$ cat src/rtl/loader_pkg.sv
// Shared definitions for the instruction-memory boot loader.
// Contents:
//   state_e        - loader FSM state encoding (IDLE=0, RECV=1, WRITE=2, DONE=3)
//   BYTES_PER_WORD - bytes packed into one instruction word
//   WORD_W         - instruction word width in bits
package loader_pkg;

    typedef enum logic [1:0] {
        ST_IDLE  = 2'd0,
        ST_RECV  = 2'd1,
        ST_WRITE = 2'd2,
        ST_DONE  = 2'd3
    } state_e;

    localparam int BYTES_PER_WORD = 4;
    localparam int WORD_W         = 32;

endpackage : loader_pkg

$ cat src/rtl/imem_loader_byte_packer.sv
// byte_packer: big-endian byte-to-word shift register for the boot loader.
// The first byte of a word shifts all the way up to bits [31:24].
// Ports:
//   clk_i       - system clock
//   rst_ni      - synchronous active-low reset
//   clear_i     - drop any partial word and restart at byte 0
//   shift_i     - accept byte_i this cycle
//   byte_i      - incoming byte
//   word_o      - the word as it will look once byte_i has been shifted in
//   word_full_o - high when the byte being accepted completes a word
module byte_packer
    import loader_pkg::*;
(
    input  logic              clk_i,
    input  logic              rst_ni,
    input  logic              clear_i,
    input  logic              shift_i,
    input  logic [7:0]        byte_i,
    output logic [WORD_W-1:0] word_o,
    output logic              word_full_o
);

    logic [WORD_W-1:0] shift_q, shift_d;
    logic [1:0]        cnt_q, cnt_d;

    // Next-state for the shift register and byte position.
    always_comb begin
        shift_d = shift_q;
        cnt_d   = cnt_q;
        if (clear_i) begin
            shift_d = {WORD_W{1'b0}};
            cnt_d   = 2'd0;
        end else if (shift_i) begin
            shift_d = {shift_q[WORD_W-9:0], byte_i};
            cnt_d   = cnt_q + 2'd1;   // wraps to 0 after the 4th byte
        end else begin
            shift_d = shift_q;
            cnt_d   = cnt_q;
        end
    end

    // Shift register and byte counter state.
    always_ff @(posedge clk_i) begin
        if (!rst_ni) begin
            shift_q <= {WORD_W{1'b0}};
            cnt_q   <= 2'd0;
        end else begin
            shift_q <= shift_d;
            cnt_q   <= cnt_d;
        end
    end

    // Look-ahead word lets the loader register the finished word on the same
    // edge that accepts its last byte, so the write strobe follows one cycle later.
    assign word_o      = {shift_q[WORD_W-9:0], byte_i};
    assign word_full_o = shift_i & (cnt_q == 2'(BYTES_PER_WORD - 1));

endmodule : byte_packer

$ cat src/rtl/imem_loader.sv
// imem_loader: boot-time program loader on the instruction-memory write port.
// Packs a valid/ready byte stream into big-endian 32-bit words, writes them to
// consecutive word addresses from 0, and holds the CPU in reset until the
// requested number of words has been written.
// Ports:
//   clk_i       - system clock, rising edge
//   rst_ni      - synchronous active-low reset
//   start_i     - one-cycle load request, honoured only in IDLE or DONE
//   len_i       - number of words to load (saturates at 2^ADDR_W)
//   in_valid_i  - byte-stream valid
//   in_data_i   - byte-stream data
//   in_ready_o  - loader takes a byte this cycle
//   im_we_o     - instruction-memory write strobe
//   im_addr_o   - instruction-memory word address
//   im_wdata_o  - instruction word
//   cpu_hold_o  - CPU reset request, 1 = held
//   busy_o      - load in progress
//   done_o      - last load completed, CPU released
module imem_loader #(
    parameter int ADDR_W = 8,
    parameter int WORD_W = 32
) (
    input  logic              clk_i,
    input  logic              rst_ni,
    input  logic              start_i,
    input  logic [ADDR_W:0]   len_i,
    input  logic              in_valid_i,
    input  logic [7:0]        in_data_i,
    output logic              in_ready_o,
    output logic              im_we_o,
    output logic [ADDR_W-1:0] im_addr_o,
    output logic [WORD_W-1:0] im_wdata_o,
    output logic              cpu_hold_o,
    output logic              busy_o,
    output logic              done_o
);

    import loader_pkg::*;

    localparam logic [ADDR_W:0] MAX_LEN  = {1'b1, {ADDR_W{1'b0}}};
    localparam logic [ADDR_W:0] CNT_ZERO = {(ADDR_W+1){1'b0}};
    localparam logic [ADDR_W:0] CNT_ONE  = {{ADDR_W{1'b0}}, 1'b1};

    state_e            state_q, state_d;
    logic [ADDR_W:0]   len_q, len_d;
    logic [ADDR_W:0]   word_cnt_q, word_cnt_d;
    logic              clear_s;
    logic              accept_s;
    logic [WORD_W-1:0] pack_word_s;
    logic              pack_full_s;

    logic              in_ready_q, im_we_q, cpu_hold_q, busy_q, done_q;
    logic [ADDR_W-1:0] im_addr_q;
    logic [WORD_W-1:0] im_wdata_q;

    // in_ready_q is only ever set for RECV, so it doubles as the accept gate.
    assign accept_s = in_valid_i & in_ready_q;

    byte_packer u_packer (
        .clk_i       (clk_i),
        .rst_ni      (rst_ni),
        .clear_i     (clear_s),
        .shift_i     (accept_s),
        .byte_i      (in_data_i),
        .word_o      (pack_word_s),
        .word_full_o (pack_full_s)
    );

    // Next-state logic for the FSM, latched length and word counter.
    always_comb begin
        state_d    = state_q;
        len_d      = len_q;
        word_cnt_d = word_cnt_q;
        clear_s    = 1'b0;
        case (state_q)
            ST_IDLE, ST_DONE: begin
                if (start_i) begin
                    clear_s    = 1'b1;
                    word_cnt_d = CNT_ZERO;
                    if (len_i == CNT_ZERO) begin
                        state_d = ST_DONE;
                    end else begin
                        state_d = ST_RECV;
                        len_d   = (len_i > MAX_LEN) ? MAX_LEN : len_i;
                    end
                end else begin
                    state_d = state_q;
                end
            end
            ST_RECV: begin
                if (pack_full_s) begin
                    state_d = ST_WRITE;
                end else begin
                    state_d = ST_RECV;
                end
            end
            ST_WRITE: begin
                // Counter is one bit wider than the address so a full-memory
                // load reaches 2^ADDR_W instead of wrapping to 0.
                word_cnt_d = word_cnt_q + CNT_ONE;
                if (word_cnt_d == len_q) begin
                    state_d = ST_DONE;
                end else begin
                    state_d = ST_RECV;
                end
            end
            default: begin
                state_d = ST_IDLE;
            end
        endcase
    end

    // FSM state, latched length and word counter registers.
    always_ff @(posedge clk_i) begin
        if (!rst_ni) begin
            state_q    <= ST_IDLE;
            len_q      <= CNT_ZERO;
            word_cnt_q <= CNT_ZERO;
        end else begin
            state_q    <= state_d;
            len_q      <= len_d;
            word_cnt_q <= word_cnt_d;
        end
    end

    // Output registers, decoded from the next state so each output changes on
    // the same edge as the state it belongs to.
    always_ff @(posedge clk_i) begin
        if (!rst_ni) begin
            in_ready_q <= 1'b0;
            im_we_q    <= 1'b0;
            im_addr_q  <= {ADDR_W{1'b0}};
            im_wdata_q <= {WORD_W{1'b0}};
            cpu_hold_q <= 1'b1;
            busy_q     <= 1'b0;
            done_q     <= 1'b0;
        end else begin
            in_ready_q <= (state_d == ST_RECV);
            im_we_q    <= (state_d == ST_WRITE);
            cpu_hold_q <= (state_d != ST_DONE);
            busy_q     <= (state_d == ST_RECV) || (state_d == ST_WRITE);
            done_q     <= (state_d == ST_DONE);
            if ((state_q == ST_RECV) && (state_d == ST_WRITE)) begin
                im_addr_q  <= word_cnt_q[ADDR_W-1:0];
                im_wdata_q <= pack_word_s;
            end else begin
                im_addr_q  <= im_addr_q;
                im_wdata_q <= im_wdata_q;
            end
        end
    end

    assign in_ready_o = in_ready_q;
    assign im_we_o    = im_we_q;
    assign im_addr_o  = im_addr_q;
    assign im_wdata_o = im_wdata_q;
    assign cpu_hold_o = cpu_hold_q;
    assign busy_o     = busy_q;
    assign done_o     = done_q;

endmodule : imem_loader

$ cat config.mk
export PLATFORM = sky130hd
export DESIGN_NAME = imem_loader
export DESIGN_NICKNAME = d
export VERILOG_FILES = /design/src/rtl/loader_pkg.sv /design/src/rtl/imem_loader_byte_packer.sv /design/src/rtl/imem_loader.sv
export SDC_FILE = /design/constraint.sdc
export NUM_CORES = 1
export LEC_CHECK = 0
export ABC_AREA = 1
export CAP_MARGIN = 30
export CORE_ASPECT_RATIO = 0.9
export CORE_UTILIZATION = 40
export CTS_BUF_LIST = sky130_fd_sc_hd__clkbuf_8
export DETAILED_ROUTE_END_ITERATION = 6
export SLEW_MARGIN = 15
export SYNTH_ARGS = -nofsm -noshare
export SYNTH_HDL_FRONTEND = slang
export SYNTH_SLANG_ARGS = --single-unit
$ cat constraint.sdc
create_clock -name clk_i -period 4.1 [get_ports clk_i]
set_clock_uncertainty 0.05 [all_clocks]
set_input_delay 0.82 -clock clk_i [delete_from_list [all_inputs] [get_ports clk_i]]
set_output_delay 0.82 -clock clk_i [all_outputs]
set_load 0.05 [all_outputs]
==> results of run 1 <==
area by class of cell:
class	instances	area, sq um	share of cell area
clock buffer	10	138	0.0299
clock inverter	6	46.3	0.0101
inverter	37	139	0.0302
multi-input combinational	345	1590	0.345
sequential	91	1820	0.396
tap	119	149	0.0324
timing repair buffer	73	718	0.156
worst min-delay path by stage:
stage | from | to | slack (ns) | depth (start not counted)
after detailed placement | u_packer.shift_q[16] | u_packer.shift_q[16] | 0.40 | 2
final | u_packer.shift_q[16] | u_packer.shift_q[16] | 0.41 | 2
after CTS | u_packer.shift_q[16] | u_packer.shift_q[16] | 0.42 | 2
after global placement | u_packer.shift_q[23] | u_packer.shift_q[23] | 0.40 | 2
after global routing | u_packer.shift_q[20] | u_packer.shift_q[20] | 0.44 | 2
after floorplan | u_packer.shift_q[16] | u_packer.shift_q[16] | 0.39 | 2
flip-flops by register name, indices dropped and copies added, names as in the netlist:
register / cells
u_packer.cnt_q: 2
state_q: 2
im_wdata_o: 32
cpu_hold_o: 1
word_cnt_q: 9
len_q: 9
im_addr_o: 8
busy_o: 1
im_we_o: 1
u_packer.shift_q: 24
in_ready_o: 1
done_o: 1
tightest hold or removal path: stages (launching register included):
cell and delay, ns:
dfxtp_1 0.32, nand2_1 0.06, a21oi_1 0.05
cell usage after synthesis, types with 2 or more instances:
| library cell | instances |
|---|---|
| nand2_1 | 118 |
| dfxtp_1 | 91 |
| nor2_1 | 90 |
| a21oi_1 | 45 |
| o21ai_0 | 42 |
| inv_1 | 35 |
| nand3_1 | 17 |
| clkbuf_1 | 16 |
| ha_1 | 8 |
| a211oi_1 | 5 |
| nand2_2 | 4 |
| nor2_2 | 4 |
| buf_1 | 3 |
| a221oi_1 | 2 |
| clkinv_1 | 2 |
| o21ai_1 | 2 |
| xor2_1 | 2 |
kinds of logic after synthesis:
family / Yosys count / share of synthesized area
DFF: 91 / 0.503
buffers and inverters: 57 / 0.0601
adders and majority gates: 8 / 0.0276
xor gates and xnor gates: 3 / 0.00932
AOI/OAI and AO/OA: 99 / 0.144
and+or+nand+nor: 235 / 0.256
per-stage QoR:
step | hold WS [ns] | util | setup WS (ns) | power, mW | instance area (sq um)
2_1_floorplan | 0.392 | - | 1.44 | 2.05 | 3620
5_1_grt | 0.436 | 0.529 | 0.344 | 3.19 | 4600
4_1_cts | 0.416 | 0.527 | 0.773 | 3.02 | 4580
3_3_place_gp | 0.401 | 0.506 | 0.523 | 2.44 | 4400
3_5_place_dp | 0.402 | 0.506 | 0.477 | 2.45 | 4400
6_report | 0.414 | 0.529 | 0.836 | 3.00 | 4600
report_power, final:
part,switching [mW],internal (mW),leakage [nW]
sequential,0.0868,1.05,0.738
clock,0.328,0.243,0.0897
combinational,0.873,0.421,0.912
total,1.29,1.71,1.74
layer usage:
metal	part of all wire	wire length [microns]	GRT usage	up-vias
met1	0.50	4210	0.271	1485
met2	0.44	3730	0.290	70
li1	-	-	-	1703
met4	0.0071	60	0.0571	0
met5	0	0	0	-
met3	0.059	503	0.0528	6
==> results.toml, run 1 <==
[critical_path]
crit_end = "im_wdata_o[12]"
worst-path-buf-inv = 4
path_depth = 18
reg2reg_slack_ns = 0.84
crit_family = "simple AND/OR/NAND/NOR gates"
rr_worst_depth = 18
end_kind = "flip-flop"
r2r-start = "word_cnt_q[1]"
cpMostUsedCell = "nand2_1"
r2r_end = "im_wdata_o[12]"
critical_path.startpoint_type = "flip-flop"
path_class = "flip-flop to flip-flop"
crit_path_start = "word_cnt_q[1]"
slowest_stage = "clkinv_1"
path_cells = "ha_1, nand2_2, nor2_2, nand3_1, nand2_1, nand2_1, nand2_1, inv_1, nand4_1, nand2_1, nand2_2, inv_1, ha_1, nand2_1, clkinv_1, buf_4, nor2_1, nor2_1"
slowest_delay_ns = 0.57
worstPathArrival_ns = 3.47
cp_max_fo = 29
required_ns = 4.30

[route]
wirelength_microns = 8500
vias_per_cell = 4.79
vias = 3264
antenna_left = 0
dr.pass1.iters = 5
wire_per_inst_microns = 12.5
drtIter0Drc = 132
drc = 0

[global_route]
overflow = 0
grt_pass1_vias = 3033
antenna_found_initial = 0
grt_util_all_layers = 0.194
grt_max_degree = 36
grt_pass1_wl_microns = 14200

[clock_network]
cts-hold-fix-buffers = 0
numCtsBuffers = 9
cts.sinks = 91
cts_tree = "done"
htree_levels = 3
root_buffer = "clkbuf_8"
cts_resized = 0
clk_path_buf_depth = 2
path_clk_slew_ns = 0.10
clk_latency_ns = 0.35
post_cts_buffers = 0

[min_path]
hold_class = "flip-flop to flip-flop"

[cells_and_area]
layout_common_cells = "118 x nand2_1, 91 x dfxtp_1, 90 x nor2_1, 65 x clkdlybuf4s50_1, 45 x a21oi_1"
diodes = 0
fill_cells = 899
final_common_cell = "nand2_1"
instances_no_fill = 681
area_growth_pct = 26.8
drive_above_1_share = 0.0587
final_nets = 586

[sta]
finalHoldViolCount = 0
finalSetupViolCount = 0
fin_crit_sh = 0.796
slew_violations = 0
setup_tns_ns = 0
rsz0062_at_grt = "no"
tightest_slew_ns = 0.885
relSlewSlack = 0.410
fmax_ghz = 0.306
finalCriticalPeriod_ns = 3.26

[logic_synthesis]
synth.cell_area_sq_um = 3620
ys.flop_type = "dfxtp_1"
syn_area_per_cell_sq_um = 7.35
ys_ff_latch = 91
synthArstFlopShare = 0
synthTopCellsByArea = "dfxtp_1 50%, nand2_1 12%, nor2_1 9.3%, a21oi_1 6.2%, o21ai_0 5.8%"
synthCells = 493
yosys.area.top_type = "dfxtp_1"
yosys_warnings = 0
synth.top_cell.area_share = 0.503
synth.net_count = 522
synth-seq-area-share = 0.503
synth-edff-count = 0
ys_types = 24

[pwr]
p_leak_nw = 1.74
peakVddDrop_uv = 302
powerDensity_nw_per_um2 = 653

[floorplanning]
die_width_microns = 102
dieHeight_microns = 92.3
core-area_sq_um = 8690
die_area_sq_um = 9450
rows = 32
io_pins = 66
start_util = 0.417

[flow_run]
max-cap-violations = 0

[placed_design]
port_buffers = 65
dpl.hpwl_microns = 5910
gp_congestion = 0.817
placed_cells = 664

[outcome]
status = "finished clean"
Note: power is estimated with default switching activity, not from simulation.
==> run 2: changes to the inputs <==
Settings changed: PLACE_DENSITY from default to 0.66.
Clock period 4.1 ns to 2.7 ns, I/O delays scaled along.
==> run 2 against run 1 <==
Net effect:
- core utilization is 1.3 points higher
- sequential share of layout area fell by 0.92 points
- via count up 1.6%
- sequential power grew 52%
- count of clock-buffer cells in the layout shrank 1
- largest power group unchanged
- clock power is 51% higher
==> results.toml, run 2 (synthesis gave the netlist of run 1 again) <==
[outcome]
status = "finished clean"

[floorplanning]
io_pins = 66
start_util = 0.417
core-area_sq_um = 8690
die_width_microns = 102
rows = 32
dieHeight_microns = 92.3
die_area_sq_um = 9450

[cells_and_area]
drive_above_1_share = 0.0819
area_growth_pct = 29.8
fill_cells = 855
largest_reg_flops = 32
layout_common_cells = "117 x nand2_1, 91 x dfxtp_1, 90 x nor2_1, 65 x clkdlybuf4s50_1, 45 x a21oi_1"
final_nets = 598
diodes = 0
instances_no_fill = 693
final_common_cell = "nand2_1"

[global_route]
grt_pass1_wl_microns = 14300
antenna_found_initial = 0
grt_pass1_vias = 3141
overflow = 0
grt_util_all_layers = 0.194
grt_max_degree = 29

[clock_network]
numCtsBuffers = 9
cts-hold-fix-buffers = 0
clk_path_buf_depth = 2
cts_tree = "done"
cts.sinks = 91
clk_latency_ns = 0.36
root_buffer = "clkbuf_8"
cts_resized = 0
post_cts_buffers = 0
path_clk_slew_ns = 0.10
htree_levels = 3

[sta]
fmax_ghz = 0.408
finalHoldViolCount = 0
slew_violations = 0
finalCriticalPeriod_ns = 2.45
whs_ns = 0.417
tightest_slew_ns = 0.654
fin_crit_sh = 0.907
setup_tns_ns = 0
rsz0062_at_grt = "no"
finalSetupViolCount = 0
relSlewSlack = 0.562

[critical_path]
required_ns = 2.92
end_kind = "flip-flop"
rr_worst_depth = 16
r2r_end = "im_wdata_o[14]"
reg2reg_slack_ns = 0.25
r2r-start = "word_cnt_q[1]"
worstPathArrival_ns = 2.67
critical_path.startpoint_type = "flip-flop"
path_class = "flip-flop to flip-flop"
cp_max_fo = 13

[pwr]
powerDensity_nw_per_um2 = 990
p_leak_nw = 1.81
peakVddDrop_uv = 494

[route]
vias_per_cell = 4.78
dr.pass1.iters = 4
antenna_left = 0
vias = 3315
wire_per_inst_microns = 12.2
drc = 0
wirelength_microns = 8440
drtIter0Drc = 104

[placed_design]
dpl.hpwl_microns = 6060
port_buffers = 65
placed_cells = 677
gp_congestion = 0.791

[flow_run]
max-cap-violations = 0

[min_path]
whs_path_depth = 2
hold_start = "u_packer.shift_q[22]"
hold_class = "flip-flop to flip-flop"
worstHoldEndpoint = "u_packer.shift_q[22]"
[run 2: cell types whose count changed in the layout (fill, tap and decap cells not counted), sizes merged]
cell | before | now
clkinvlp | 2 | 1
clkbuf | 10 | 9
buf | 8 | 20
inv | 38 | 40
[run 2: power breakdown]
part	switching, mW	leakage [nW]	total, mW	internal (mW)
clock	0.513	0.0938	0.864	0.351
sequential	0.135	0.738	1.73	1.60
combinational	1.34	0.976	2.06	0.725
total	1.99	1.81	4.66	2.67
[run 2: final cells by class]
cell class / count / area, sq um / area share
clock buffer: 9 / 124 / 0.0263
clock inverter: 7 / 57.6 / 0.0122
inverter: 37 / 139 / 0.0295
multi-input combinational: 345 / 1600 / 0.340
sequential: 91 / 1820 / 0.387
tap: 119 / 149 / 0.0316
timing repair buffer: 85 / 817 / 0.174
[run 2: worst max path at each step]
stage	slack [ns]	endpoint	from
3_3_place_gp	-0.1	im_wdata_o[19]	len_i[4]
5_1_grt	0.007	im_wdata_o[14]	word_cnt_q[0]
3_5_place_dp	-0.13	im_wdata_o[2]	len_i[4]
2_1_floorplan	0.29	im_wdata_o[6]	word_cnt_q[0]
6_report	0.25	im_wdata_o[14]	word_cnt_q[1]
4_1_cts	0.1	im_addr_o[2]	word_cnt_q[1]
[run 2: layer usage]
metal / track usage / part of all wire
met5: 0 / 0
met4: 0.0679 / 0.014
met3: 0.0558 / 0.059
met2: 0.305 / 0.45
met1: 0.253 / 0.48
[run 2: metrics by stage]
| stage | cell area [sq um] | total power [mW] | util | setup WS, ns |
|---|---|---|---|---|
| floorplan | 3620 | 3.11 | - | 0.290 |
| CTS | 4690 | 4.70 | 0.540 | 0.0951 |
| global route | 4710 | 4.96 | 0.542 | 0.00678 |
| finish | 4710 | 4.66 | 0.542 | 0.250 |
| global placement | 4510 | 3.80 | 0.519 | -0.0960 |
| detailed placement | 4510 | 3.82 | 0.519 | -0.126 |
[run 2: worst max-delay path, cell delays in order, from the launching register on]
cell and delay [ns]:
dfxtp_1 0.35, ha_1 0.18, nand2_2 0.14, o21ai_1 0.19, nand2_1 0.10, nand2_1 0.06, nand3_1 0.06, nor2_1 0.10
nand4_1 0.13, nand2_1 0.10, nand2_2 0.05, inv_1 0.08, ha_1 0.18, nand2_2 0.10, buf_4 0.19, o21ai_0 0.22
nor2_1 0.06
==> run 3: changes to the inputs <==
Settings changed: CORE_UTILIZATION 40 to 28, PLACE_DENSITY 0.66 to default.
==> run 3 against run 2 <==
Net effect:
- worst setup slack improved by 0.020 ns
- critical endpoint is now im_addr_o[3]
- register-to-register slack improved by 0.02 ns
- final cell count up 6.5%
- flip-flop and latch count is the same
- sequential share of layout area decreased by 0.88 points
- total power grew 4.2%
- routed wire length grew 7.8%
- core utilization is 16 points lower
- critical path depth up 2
- fmax is 0.83% higher
- via count up 0.97%
==> results.toml, run 3 (synthesis gave the netlist of run 1 again) <==
[pwr]
p_leak_nw = 1.85
power_frac_seq = 0.358
p_sw_mw = 2.00
netSwitchingFraction = 0.411
internal_power_mw = 2.86
peakVddDrop_uv = 430
combPwrFrac = 0.429
pwr-share-clk = 0.213
powerDensity_nw_per_um2 = 1010

[critical_path]
r2r_end = "im_addr_o[3]"
rr_worst_depth = 18
reg2reg_slack_ns = 0.27
cp_max_fo = 19
critical_path.startpoint_type = "flip-flop"
required_ns = 2.90
r2r-start = "word_cnt_q[0]"
worstPathArrival_ns = 2.63
path_class = "flip-flop to flip-flop"
end_kind = "flip-flop"

[sta]
finalCriticalPeriod_ns = 2.43
fmax_ghz = 0.412
finalSetupViolCount = 0
tightest_slew_ns = 0.632
setup_tns_ns = 0
fin_crit_sh = 0.900
slew_violations = 0
worst_slack_ns = 0.270
finalHoldViolCount = 0
relSlewSlack = 0.577
rsz0062_at_grt = "no"

[cells_and_area]
diodes = 0
fill_cells = 1306
final_common_cell = "nand2_1"
drive_above_1_share = 0.0836
final_util = 0.381
layout_common_cells = "118 x nand2_1, 90 x nor2_1, 90 x dfxtp_1, 65 x clkdlybuf4s50_1, 45 x a21oi_1"
largest_reg_flops = 32
area_growth_pct = 32.9
final_nets = 598
fin_area_sq_um = 4820

[placed_design]
port_buffers = 65
gp_congestion = 0.783
placed_cell_area_sq_um = 4580
place_ws_ns = -0.123
dpl.hpwl_microns = 6590

[global_route]
grt_max_degree = 36
antenna_found_initial = 0
overflow = 0
grt_util_all_layers = 0.148
grt_pass1_wl_microns = 15400
grt_pass1_vias = 3325

[clock_network]
htree_levels = 3
numCtsBuffers = 9
clk_latency_ns = 0.37
path_clk_slew_ns = 0.09
cts_tree = "done"
cts.sinks = 91
clk_path_buf_depth = 2
root_buffer = "clkbuf_8"

[floorplanning]
rows = 39
dieHeight_microns = 110
die_area_sq_um = 13400
die_width_microns = 122
io_pins = 66
start_util = 0.287
core-area_sq_um = 12600

[route]
drc = 0
wirelength_microns = 9100
dr.pass1.iters = 4
vias = 3347
wire_per_inst_microns = 12.3
drtIter0Drc = 203
antenna_left = 0
vias_per_cell = 4.54

[min_path]
whs_path_depth = 2
hold_class = "flip-flop to flip-flop"
hold_start = "u_packer.shift_q[23]"
worstHoldEndpoint = "u_packer.shift_q[23]"

[outcome]
status = "finished clean"

[flow_run]
max-cap-violations = 0
-- run 3: changes by cell type in the layout (fill, tap and decap cells not counted), moves of 2 or more --
cell | previous run | this run
bufinv_16 | 0 | 2
clkinv_2 | 2 | 0
nand2_2 | 5 | 3
o21ai_0 | 42 | 40
-- run 3: how the worst max path moves through the flow --
stage                  start             end  slack, ns  cells past startpoint
2_1_floorplan  word_cnt_q[0]   im_wdata_o[6]       0.29                     18
3_3_place_gp        len_i[6]  im_wdata_o[19]      -0.07                     15
3_5_place_dp        len_i[4]  im_wdata_o[26]      -0.12                     15
4_1_cts        word_cnt_q[0]    im_addr_o[3]       0.03                     18
5_1_grt             len_i[6]    im_addr_o[0]      0.006                     16
6_report       word_cnt_q[0]    im_addr_o[3]       0.27                     18
-- run 3: through the flow --
stage	power (mW)	hold WS [ns]	instances
6_report	4.86	0.415	738
5_1_grt	5.18	0.438	738
4_1_cts	4.91	0.417	738
3_5_place_dp	3.86	0.403	722
3_3_place_gp	3.84	0.400	722
2_1_floorplan	3.11	0.392	493
-- run 3: timing repair --
item | CTS | global route
hold buffers | 0 | 0
resized for setup | 0 | 8
setup endpoints to repair | 0 | 40
setup buffers | 0 | 0
-- run 3: area by class of cell --
| class | instances | area, sq um | share of cell area |
|---|---|---|---|
| flip-flops and latches | 91 | 1820 | 0.378 |
| repair buffers | 85 | 826 | 0.171 |
| clock buffers | 9 | 124 | 0.0257 |
| multi-input cells | 345 | 1600 | 0.332 |
| inverters | 37 | 139 | 0.0288 |
| well taps | 164 | 205 | 0.0426 |
| clock inverters | 7 | 100 | 0.0208 |
-- run 3: metal layers --
metal	part of all wire	track usage	up-vias
met5	0	0	-
met2	0.43	0.230	79
met3	0.059	0.0467	10
li1	-	-	1734
met1	0.49	0.191	1524
met4	0.019	0.0573	0
-- run 3: power by group through the flow --
stage / logic (mW) / clock network [mW] / registers, mW
2_1_floorplan: 0.768 / 0 / 2.34
3_3_place_gp: 2.07 / 0 / 1.76
3_5_place_dp: 2.09 / 0 / 1.77
4_1_cts: 2.10 / 1.07 / 1.74
5_1_grt: 2.28 / 1.13 / 1.77
6_report: 2.08 / 1.03 / 1.74
-- run 3: critical path, cell delays in order (launching register included) --
cell and delay (ns):
dfxtp_2 0.37, ha_2 0.22, nand2_4 0.09, nor2_4 0.13, nand3_1 0.13, nand2_1 0.09, nand2_1 0.05, nand2_1 0.05
inv_1 0.04, nand4_1 0.10, nand2_1 0.07, nand2_2 0.06, inv_1 0.05, ha_1 0.20, nand2_1 0.14, inv_2 0.08
buf_12 0.15, o21ai_0 0.18, a21oi_1 0.06
